$ cat src/rtl/regfile_pkg.sv
// rtl/regfile_pkg.sv - shared defaults and helpers for the multi-port register file
package regfile_pkg;

    localparam int DEF_DATA_W = 64;
    localparam int DEF_NREGS  = 32;

    // Modules build their own address/data types from these widths:
    //   typedef logic [$clog2(NREGS)-1:0] reg_addr_t;
    //   typedef logic [DATA_W-1:0]        reg_data_t;

    // Value a register takes while reset is asserted: its own index, or 0 for the hard-zero register.
    function automatic int reset_value(input int i, input int zero_reg);
        return (i == zero_reg) ? 0 : i;
    endfunction

    // True when the address names the hard-zero register; zero_reg >= nregs disables it.
    function automatic logic is_zero_reg(input int addr, input int zero_reg, input int nregs);
        return (zero_reg < nregs) && (addr == zero_reg);
    endfunction

endpackage

$ cat src/rtl/regfile_mp_if.sv
// rtl/regfile_mp_if.sv - read/write/reserve port bundle of the multi-port register file
interface regfile_mp_if
    import regfile_pkg::*;
#(
    parameter int DATA_W = DEF_DATA_W,
    parameter int NREGS  = DEF_NREGS,
    parameter int NRD    = 2,
    parameter int NWR    = 1
);
    localparam int AW = $clog2(NREGS);
    localparam int CW = AW + 1;

    logic [NRD-1:0][AW-1:0]     ra;
    logic [NRD-1:0][DATA_W-1:0] rd;
    logic [NRD-1:0]             rd_pend;
    logic [NWR-1:0]             we;
    logic [NWR-1:0][AW-1:0]     wa;
    logic [NWR-1:0][DATA_W-1:0] wd;
    logic                       rsv_en;
    logic [AW-1:0]              rsv_addr;
    logic [CW-1:0]              pend_cnt;

    modport master (
        output ra, we, wa, wd, rsv_en, rsv_addr,
        input  rd, rd_pend, pend_cnt
    );

    modport slave (
        input  ra, we, wa, wd, rsv_en, rsv_addr,
        output rd, rd_pend, pend_cnt
    );

endinterface

$ cat src/rtl/regfile_scoreboard.sv
// rtl/regfile_scoreboard.sv - per-register pending bits, hazard flags and pending count
module regfile_scoreboard
    import regfile_pkg::*;
#(
    parameter int NREGS    = DEF_NREGS,
    parameter int NRD      = 2,
    parameter int NWR      = 1,
    parameter int ZERO_REG = 31,
    parameter int BYPASS   = 1,
    localparam int AW      = $clog2(NREGS),
    localparam int CW      = AW + 1
) (
    input  logic                   clk,
    input  logic                   reset_n,
    input  logic [NRD-1:0][AW-1:0] ra,
    input  logic [NWR-1:0]         we,
    input  logic [NWR-1:0][AW-1:0] wa,
    input  logic                   rsv_en,
    input  logic [AW-1:0]          rsv_addr,
    output logic [NRD-1:0]         rd_pend,
    output logic [CW-1:0]          pend_cnt
);

    logic [NREGS-1:0] pend;
    logic [NREGS-1:0] pend_nxt;
    logic [CW-1:0]    cnt_nxt;
    logic [NWR-1:0]   clr_en;
    logic             set_en;
    logic [NRD-1:0]   byp_hit;
    logic [NRD-1:0]   rsv_hit;

    // Writes and reservations aimed at the hard-zero register have no effect on the bits.
    always_comb begin
        clr_en = '0;
        for (int k = 0; k < NWR; k++) begin
            clr_en[k] = we[k] && !is_zero_reg(int'(wa[k]), ZERO_REG, NREGS);
        end
        set_en = rsv_en && !is_zero_reg(int'(rsv_addr), ZERO_REG, NREGS);
    end

    // Next pending vector: writes clear, a reservation on the same edge sets and wins.
    always_comb begin
        pend_nxt = pend;
        for (int k = 0; k < NWR; k++) begin
            if (clr_en[k]) pend_nxt[wa[k]] = 1'b0;
        end
        if (set_en) pend_nxt[rsv_addr] = 1'b1;
    end

    // Count adjusts by one per bit that rises and one per bit that falls this edge.
    always_comb begin
        cnt_nxt = pend_cnt;
        for (int i = 0; i < NREGS; i++) begin
            if (pend_nxt[i] && !pend[i]) cnt_nxt = cnt_nxt + CW'(1);
            else if (!pend_nxt[i] && pend[i]) cnt_nxt = cnt_nxt - CW'(1);
        end
    end

    // Pending bits and count registers.
    always_ff @(posedge clk or negedge reset_n) begin
        if (!reset_n) begin
            pend     <= '0;
            pend_cnt <= '0;
        end else begin
            pend     <= pend_nxt;
            pend_cnt <= cnt_nxt;
        end
    end

    // Hazard flag per read port; a forwarded write hides the hazard unless it is re-reserved now.
    always_comb begin
        byp_hit = '0;
        rsv_hit = '0;
        rd_pend = '0;
        for (int j = 0; j < NRD; j++) begin
            for (int k = 0; k < NWR; k++) begin
                if (clr_en[k] && (wa[k] == ra[j])) byp_hit[j] = 1'b1;
            end
            rsv_hit[j] = set_en && (rsv_addr == ra[j]);
            rd_pend[j] = pend[ra[j]] && !is_zero_reg(int'(ra[j]), ZERO_REG, NREGS)
                         && !((BYPASS != 0) && byp_hit[j] && !rsv_hit[j]);
        end
    end

endmodule

$ cat src/rtl/regfile_mp.sv
// rtl/regfile_mp.sv - parametrised multi-port register file with bypass and pending scoreboard
module regfile_mp
    import regfile_pkg::*;
#(
    parameter int DATA_W   = DEF_DATA_W,
    parameter int NREGS    = DEF_NREGS,
    parameter int NRD      = 2,
    parameter int NWR      = 1,
    parameter int ZERO_REG = 31,
    parameter int BYPASS   = 1
) (
    input  logic         clk,
    input  logic         reset_n,
    regfile_mp_if.slave  bus
);

    localparam int AW = $clog2(NREGS);

    typedef logic [AW-1:0]     reg_addr_t;
    typedef logic [DATA_W-1:0] reg_data_t;

    reg_data_t      mem [NREGS];
    logic [NWR-1:0] we_eff;

    // Drop writes to the hard-zero register before they reach storage or the bypass.
    always_comb begin
        we_eff = '0;
        for (int k = 0; k < NWR; k++) begin
            we_eff[k] = bus.we[k] && !is_zero_reg(int'(bus.wa[k]), ZERO_REG, NREGS);
        end
    end

    // Storage; higher-numbered ports are applied last so port 1 wins an address conflict.
    always_ff @(posedge clk or negedge reset_n) begin
        if (!reset_n) begin
            for (int i = 0; i < NREGS; i++) begin
                mem[i] <= reg_data_t'(reset_value(i, ZERO_REG));
            end
        end else begin
            for (int k = 0; k < NWR; k++) begin
                if (we_eff[k]) mem[reg_addr_t'(bus.wa[k])] <= bus.wd[k];
            end
        end
    end

    // Combinational read with optional same-cycle forwarding, port 1 taking priority.
    always_comb begin
        bus.rd = '0;
        for (int j = 0; j < NRD; j++) begin
            bus.rd[j] = mem[reg_addr_t'(bus.ra[j])];
            if (BYPASS != 0) begin
                for (int k = 0; k < NWR; k++) begin
                    if (we_eff[k] && (bus.wa[k] == bus.ra[j])) bus.rd[j] = bus.wd[k];
                end
            end
            if (is_zero_reg(int'(bus.ra[j]), ZERO_REG, NREGS)) bus.rd[j] = '0;
        end
    end

    regfile_scoreboard #(
        .NREGS    (NREGS),
        .NRD      (NRD),
        .NWR      (NWR),
        .ZERO_REG (ZERO_REG),
        .BYPASS   (BYPASS)
    ) u_scoreboard (
        .clk      (clk),
        .reset_n  (reset_n),
        .ra       (bus.ra),
        .we       (bus.we),
        .wa       (bus.wa),
        .rsv_en   (bus.rsv_en),
        .rsv_addr (bus.rsv_addr),
        .rd_pend  (bus.rd_pend),
        .pend_cnt (bus.pend_cnt)
    );

endmodule

$ cat src/flat_wrapper.sv
// flat-port wrapper written by rule: the top's interface ports become plain ports
module regfile_mp_flat import regfile_pkg::*;
#(
    parameter int DATA_W   = DEF_DATA_W,
    parameter int NREGS    = DEF_NREGS,
    parameter int NRD      = 2,
    parameter int NWR      = 1,
    parameter int ZERO_REG = 31,
    parameter int BYPASS   = 1
)
  (clk, reset_n, bus_ra, bus_we, bus_wa, bus_wd, bus_rsv_en, bus_rsv_addr, bus_rd, bus_rd_pend, bus_pend_cnt);
  regfile_mp_if #(.DATA_W(DATA_W), .NREGS(NREGS), .NRD(NRD), .NWR(NWR)) bus_i ();
  input  logic clk;
  input  logic reset_n;
  input wire logic [$bits(bus_i.ra)-1:0] bus_ra;
  input wire logic [$bits(bus_i.we)-1:0] bus_we;
  input wire logic [$bits(bus_i.wa)-1:0] bus_wa;
  input wire logic [$bits(bus_i.wd)-1:0] bus_wd;
  input wire logic [$bits(bus_i.rsv_en)-1:0] bus_rsv_en;
  input wire logic [$bits(bus_i.rsv_addr)-1:0] bus_rsv_addr;
  output wire logic [$bits(bus_i.rd)-1:0] bus_rd;
  output wire logic [$bits(bus_i.rd_pend)-1:0] bus_rd_pend;
  output wire logic [$bits(bus_i.pend_cnt)-1:0] bus_pend_cnt;
  assign bus_i.ra = bus_ra;
  assign bus_i.we = bus_we;
  assign bus_i.wa = bus_wa;
  assign bus_i.wd = bus_wd;
  assign bus_i.rsv_en = bus_rsv_en;
  assign bus_i.rsv_addr = bus_rsv_addr;
  assign bus_rd = bus_i.rd;
  assign bus_rd_pend = bus_i.rd_pend;
  assign bus_pend_cnt = bus_i.pend_cnt;
  regfile_mp #(.DATA_W(DATA_W), .NREGS(NREGS), .NRD(NRD), .NWR(NWR), .ZERO_REG(ZERO_REG), .BYPASS(BYPASS)) u_core (.clk(clk), .reset_n(reset_n), .bus(bus_i));
endmodule
$ cat config.mk
export PLATFORM = sky130hd
export DESIGN_NAME = regfile_mp_flat
export DESIGN_NICKNAME = d
export VERILOG_FILES = /design/src/rtl/regfile_pkg.sv /design/src/rtl/regfile_mp_if.sv /design/src/rtl/regfile_scoreboard.sv /design/src/rtl/regfile_mp.sv /design/src/flat_wrapper.sv
export SDC_FILE = /design/constraint.sdc
export NUM_CORES = 2
export LEC_CHECK = 0
export CAP_MARGIN = 15
export CORE_ASPECT_RATIO = 0.6
export CORE_MARGIN = 4
export CORE_UTILIZATION = 40
export CTS_CLUSTER_SIZE = 8
export DETAILED_ROUTE_END_ITERATION = 8
export GPL_TIMING_DRIVEN = 0
export HOLD_SLACK_MARGIN = 0.03
export SETUP_SLACK_MARGIN = 0.1
export SYNTH_ARGS = -nofsm -noshare
export SYNTH_HDL_FRONTEND = slang
export SYNTH_SLANG_ARGS = --single-unit
$ cat constraint.sdc
create_clock -name clk -period 43 [get_ports clk]
set_input_delay 6.45 -clock clk [delete_from_list [all_inputs] [get_ports clk]]
set_output_delay 6.45 -clock clk [all_outputs]
set_load 0.1 [all_outputs]
After elaboration in Yosys (flattened, before gate mapping)
Index checks and enable logic that the tools add are counted.
{"block": "totals", "regBits": 2086, "output_inout_bits": 136, "wordCells": 362}
{"block": "classes", "n_addsub": 64, "n_lt_le_gt_ge": 10, "n_eq_ne": 8, "muxes": 89, "bitwise": 6, "reduce_logical": 151}
{"operator": "2048-bit bitwise mux", "n": 1}
{"operator": "64-bit binary-select mux with 5-bit select", "n": 2}
{"operator": "64-bit 2-to-1 mux", "n": 9}
{"operator": "6-bit 2-to-1 mux", "n": 64}
{"operator": "64-bit demux with 5-bit select", "n": 1}
{"operator": "6-bit by 1-bit adder with 6-bit output (second input constant)", "n": 32}
{"operator": "6-bit by 1-bit subtractor with 6-bit output (second input constant)", "n": 32}
{"operator": "1-bit logical AND", "n": 79}
{"operator": "1-bit logical NOT", "n": 72}
{"operator": "32-bit 2-to-1 mux", "n": 2}
{"operator": "32-bit bitwise AND", "n": 1}
{"operator": "32-bit inverter", "n": 1}
{"operator": "32-bit OR", "n": 1}
{"operator": "5-bit by 6-bit < comparator with 1-bit output (second input constant)", "n": 4}
{"operator": "5-bit by 1-bit == test with 1-bit output (second input constant)", "n": 4}
{"operator": "5-bit == test", "n": 4}
{"operator": "6-bit >= comparator (second input constant)", "n": 3}
{"operator": "5-bit inverter with 6-bit output", "n": 3}
{"operator": "1-bit binary-select mux with 5-bit select", "n": 2}
{"operator": "1-bit demux with 5-bit select", "n": 2}
{"operator": "5-bit by 1-bit >= comparator with 1-bit output (second input constant)", "n": 2}
{"operator": "6-bit by 1-bit < comparator with 1-bit output (second input constant)", "n": 1}
{"operator": "1-bit 2-to-1 mux", "n": 6}

Logic depth before layout (Yosys ltp)
{"block": "depth", "ltp_word": 106, "ltp_mapped": 142, "depth_no_buf": 137}

Modules after synthesis
A second synthesis with hierarchy kept.
{"block": "unflattened", "cells_unflattened": 8426, "area_unflattened_um2": 120398.0}
{"mod": "regfile_mp", "instances": 1, "cells_per_inst": 7091, "area_each_um2": 110019.3}
{"mod": "regfile_scoreboard", "instances": 1, "cells_per_inst": 1335, "area_each_um2": 10378.7}

Worst setup path after synthesis
Ideal clock, no wire load.
{"block": "synth_timing", "path_type": "input to register", "from": "in bus_rsv_addr[2]", "to": "reg u_core.u_scoreboard.pend_cnt[1]", "setup_time_ns": 0.083, "arrival_ns": 33.630, "required_time_ns": 42.917, "slack_ns": 9.288, "stages": 134, "path_buffers": 6, "path_cell_list": "or4b_1 -> buf_2 -> or4_1 -> o211ai_2 -> buf_6 -> inv_4 -> ha_1 -> a211oi_1 -> a21oi_1 -> ha_1 -> nand2_1 -> a21boi_0 -> mux2_2 -> inv_1 -> ha_1 -> a2111o_1 -> nand2_1 -> a31oi_1 -> (+98 left out) -> a22oi_1 -> ha_1 -> mux2_2 -> inv_1 -> ha_1 -> o32ai_1 -> inv_1 -> ha_1 -> o21ai_0 -> o22a_1 -> ha_1 -> o221ai_1 -> o31a_1 -> clkbuf_1 -> inv_1 -> ha_1 -> a211o_1 -> o21ai_0"}
{"block": "synth_via", "elab_chain_len": 103}
{"element": "from (decl)", "line": "flat_wrapper.sv:20", "rtl": "input wire logic [$bits(bus_i.rsv_addr)-1:0] bus_rsv_addr;"}
{"element": "5-bit by 6-bit < comparator with 1-bit output (implied by the code) or 5-bit by 1-bit >= comparator with 1-bit output (tied branches)", "line": "regfile_scoreboard.sv:47", "rtl": "if (set_en) pend_nxt[rsv_addr] = 1'b1;"}
{"element": "1-bit logical AND (implied by the code)", "line": "regfile_scoreboard.sv:47"}
{"element": "1-bit 2-to-1 mux (implied by the code)", "line": "regfile_scoreboard.sv:47"}
{"element": "1-bit demux with 5-bit select", "line": "regfile_scoreboard.sv:47"}
{"element": "32-bit OR (no line)"}
{"element": "32-bit 2-to-1 mux (*)", "line": "regfile_scoreboard.sv:47"}
{"element": "1-bit logical NOT", "line": "regfile_scoreboard.sv:55", "rtl": "else if (!pend_nxt[i] && pend[i]) cnt_nxt = cnt_nxt - CW'(1);"}
{"element": "1-bit logical AND", "line": "regfile_scoreboard.sv:55"}
{"element": "(+88 left out)"}
{"element": "6-bit 2-to-1 mux", "line": "regfile_scoreboard.sv:54", "rtl": "if (pend_nxt[i] && !pend[i]) cnt_nxt = cnt_nxt + CW'(1);"}
{"element": "6-bit by 1-bit subtractor with 6-bit output", "line": "regfile_scoreboard.sv:55"}
{"element": "6-bit 2-to-1 mux", "line": "regfile_scoreboard.sv:55"}
{"element": "6-bit 2-to-1 mux", "line": "regfile_scoreboard.sv:54"}
{"element": "6-bit by 1-bit subtractor with 6-bit output", "line": "regfile_scoreboard.sv:55"}
{"element": "6-bit 2-to-1 mux", "line": "regfile_scoreboard.sv:55"}
{"element": "6-bit 2-to-1 mux (*)", "line": "regfile_scoreboard.sv:54"}
{"element": "net u_core.u_scoreboard.cnt_nxt[1]", "line": "regfile_scoreboard.sv:26", "rtl": "logic [CW-1:0] cnt_nxt;"}
{"element": "to (signal assigned)", "line": "regfile_scoreboard.sv:66", "rtl": "pend_cnt <= cnt_nxt;"}
{"element": "to (decl)", "line": "regfile_scoreboard.sv:21", "rtl": "output logic [CW-1:0] pend_cnt"}
Mark *: on every way through the listed nets, which the timed path passes. The rest lies on a longest branch.
A chain may end at the register's enable or synchronous reset.

Worst setup path after layout
{"block": "layout_timing", "from": "in bus_rsv_addr[3]", "to": "reg u_core.u_scoreboard.pend_cnt[4]"}
The elaborated chain is that of the path after synthesis.

==> impl_metrics.toml <==
[cts]
clock-sinks = 2086
cts_buffer_depth = 4
cts-htree-levels = 5
postCtsHoldBufs = 0
postCtsSetupBuffers = 0
post_cts_resized = 0
insertion_delay_ns = 0.87
cts_buffers = 303
cts_tree = "yes"
clk_pin_slew_ns = 0.06
cts_root_buf = "clkbuf_16"

[critical_path]
cp_max_fo = 10
cp.required_ns = 43.79
critPathArrivalTime_ns = 40.75
rr_worst_depth = 134
crit-reg2reg-capture = "u_core.u_scoreboard.pend_cnt[4]"
max_stage_delay_ns = 0.71
cp_slowest_cell = "a311oi_1"
rrSetupSlack_ns = 9.34
start_kind = "primary input"
cpMostUsedCell = "ha_1"
reg2reg_from = "u_core.u_scoreboard.pend_cnt[0]"
critical_path_class = "primary input to flop"
end_kind = "flop"

[placement]
gp_congestion = 0.9914
io_buffer_count = 213
dpl.hpwl_mm = 415.8
dpl.cell_count = 13680

[pwr]
clockPowerShare = 0.230
power_leakage_nw = 59.16
p_switching_w = 0.004058
p_int_w = 0.005631
switching_share = 0.4188
ir_drop_mv = 0.7372
p_per_area_mw_per_mm2 = 69.47
power_frac_seq = 0.276
combPwrFrac = 0.494

[synth]
async_flop_share = 1.000
syn_area_per_cell_um2 = 12.91
synth_fp_nets = 9465
ys_seq_elements = 2086
synth_edf_count = 0
syn_area_mm2 = 0.1203
synth_warnings = 0
yosysTopAreaCellShare = 0.4182
synthFlopType = "dfrtp_1"
synth.distinct_cells = 100
synth_area_leader_cell = "dfrtp_1"
syn_inst = 9317
synth_seq_area_share = 0.4346
synth.area.top_cells = "dfrtp_1 (42%), mux2_2 (18%), mux4_2 (15%), mux2i_1 (6.5%), clkbuf_1 (2.3%)"

[final_layout]
area_growth_pct = 15.90
seq_area_mm2 = 0.05229
nets = 10160
nFillCells = 26440
final_common_cell = "dfrtp_1"
drive_gt1_frac = 0.3527
stdcell_count = 14180
fin_util = 0.4675
multi_input_area_mm2 = 0.06400
final_cell_mix = "dfrtp_1 (2011), mux2_2 (1928), mux4_2 (814), mux2i_1 (783), clkbuf_1 (685)"

[detailed_routing]
ant_nets = 0
drcViolationCount = 0
vias_per_cell = 6.818
drtIter0Drc = 14330
post_drt_wl_per_cell_um = 40.30
drt-pass1-iter-count = 9
totalWireLength_mm = 571.4
num_vias = 96660

[sta]
finalCritPeriodShare = 0.9292
fin_crit_ns = 39.95
final_max_slew_viol_count = 0
fmax_ghz = 0.02503
setup_violations = 0
relSlewSlack = 0.02772
finalHoldViolCount = 0
finalSetupTns_ns = 0
fin_worst_skew_ns = 0.01580
rsz0062_at_grt = "false"
worst_pin_slew_ns = 1.458
hold_ws_ns = 0.4692

[min_path]
hold_class = "flop to flop"
whs_path_depth = 2
worstHoldStart = "u_core.mem[1219]"
whs_endpoint = "u_core.mem[1219]"

[die]
pin_count = 224
die_y_um = 432.8
die_area_mm2 = 0.3099
dieWidth_um = 716.1
initial_utilization = 0.4034
core-area_mm2 = 0.2983
rows = 155

[global_routing]
grt_max_degree = 183
grt-ovfl-total = 0
antenna_found_initial = 73
grt_pass1_wl_mm = 769.7
grt_pass1_vias = 92520
gr-usage-all-layers = 0.3606

[job]
maxCapViolations = 0

[outcome]
status = "finished, final reports clean"
==> layout make-up <==
cell class | instances | share of cell area
buffer | 981 | 0.02803
clock inverter | 11 | 0.001086
sequential | 2086 | 0.3750
antenna | 92 | 0.001651
timing repair buffer | 390 | 0.03916
clock buffer | 364 | 0.05760
inverter | 98 | 0.002656
multi-input combinational | 6152 | 0.4589
tap | 4003 | 0.03591
==> worst max-delay path by stage <==
stage	startpoint	endpoint	cells past startpoint
4_1_cts	bus_wa[2]	u_core.u_scoreboard.pend_cnt[4]	133
6_report	bus_rsv_addr[3]	u_core.u_scoreboard.pend_cnt[4]	136
3_5_place_dp	bus_wa[2]	u_core.u_scoreboard.pend_cnt[4]	133
2_1_floorplan	bus_rsv_addr[2]	u_core.u_scoreboard.pend_cnt[1]	134
3_3_place_gp	reset_n	u_core.mem[1293]	1
5_1_grt	bus_rsv_addr[2]	u_core.u_scoreboard.pend_cnt[4]	136
==> synth_stat cells (29+ instances only) <==
cell type and count:
a211oi_1 136, a21oi_1 230, and3_1 29, buf_1 231
clkbuf_1 747, dfrtp_1 2011, dfstp_2 75, ha_1 60
inv_1 94, mux2_2 1928, mux2i_1 783, mux4_2 814
nand2_1 462, nand3_1 132, nand4_1 29, nor2_1 305
nor3_1 174, o21ai_0 240, o221ai_1 116, o22ai_1 141
xnor2_1 126, xor2_1 61
==> per-stage QoR <==
stage               worst slack [ns]  power, W  instance area [um^2]
finish                         3.046  0.009688                139500
global route                  0.3784   0.01016                139300
global placement              -59.96  0.007134                127500
detailed placement             2.090  0.007315                130600
floorplan                      9.288  0.006141                120300
CTS                            2.893  0.009512                138800
==> power by group through the flow <==
stage	clock (W)	sequential (W)	combinational [W]
3_5_place_dp	0	0.00268	0.00463
4_1_cts	0.00222	0.00265	0.00464
2_1_floorplan	0	0.00260	0.00354
5_1_grt	0.00230	0.00271	0.00516
6_report	0.00223	0.00268	0.00478
3_3_place_gp	0	0.00268	0.00445
==> routing by layer <==
metal / track usage / wire [um]
met3: 0.2090 / 95680
met2: 0.4548 / 217100
met4: 0.1896 / 33390
met5: 0.03533 / 1471
met1: 0.4757 / 223700
==> worst max-delay path, delay by kind of cell <==
family	cells	cell delay, ns
adder cells (fa/ha/maj)	30	10.33
XOR/XNOR	1	0.15
AND/OR/NAND/NOR	35	6.15
AO/OA/AOI/OAI	51	13.43
multiplexers	3	0.77
buffers and inverters	16	3.39
==> registers in the layout (all words and copies together), names as in the netlist <==
| signal | cells |
|---|---|
| u_core.mem | 2048 |
| u_core.u_scoreboard.pend | 32 |
| u_core.u_scoreboard.pend_cnt | 6 |
==> logic make-up after synthesis <==
kind of cell             synth area share
multiplexers                       0.3979
flip-flops                         0.4346
AND/OR/NAND/NOR                   0.04865
buffers and inverters             0.03376
AO/OA/AOI/OAI                     0.05779
XOR/XNOR                          0.02092
adder cells (fa/ha/maj)          0.006322
(Power assumes the default switching activity.)
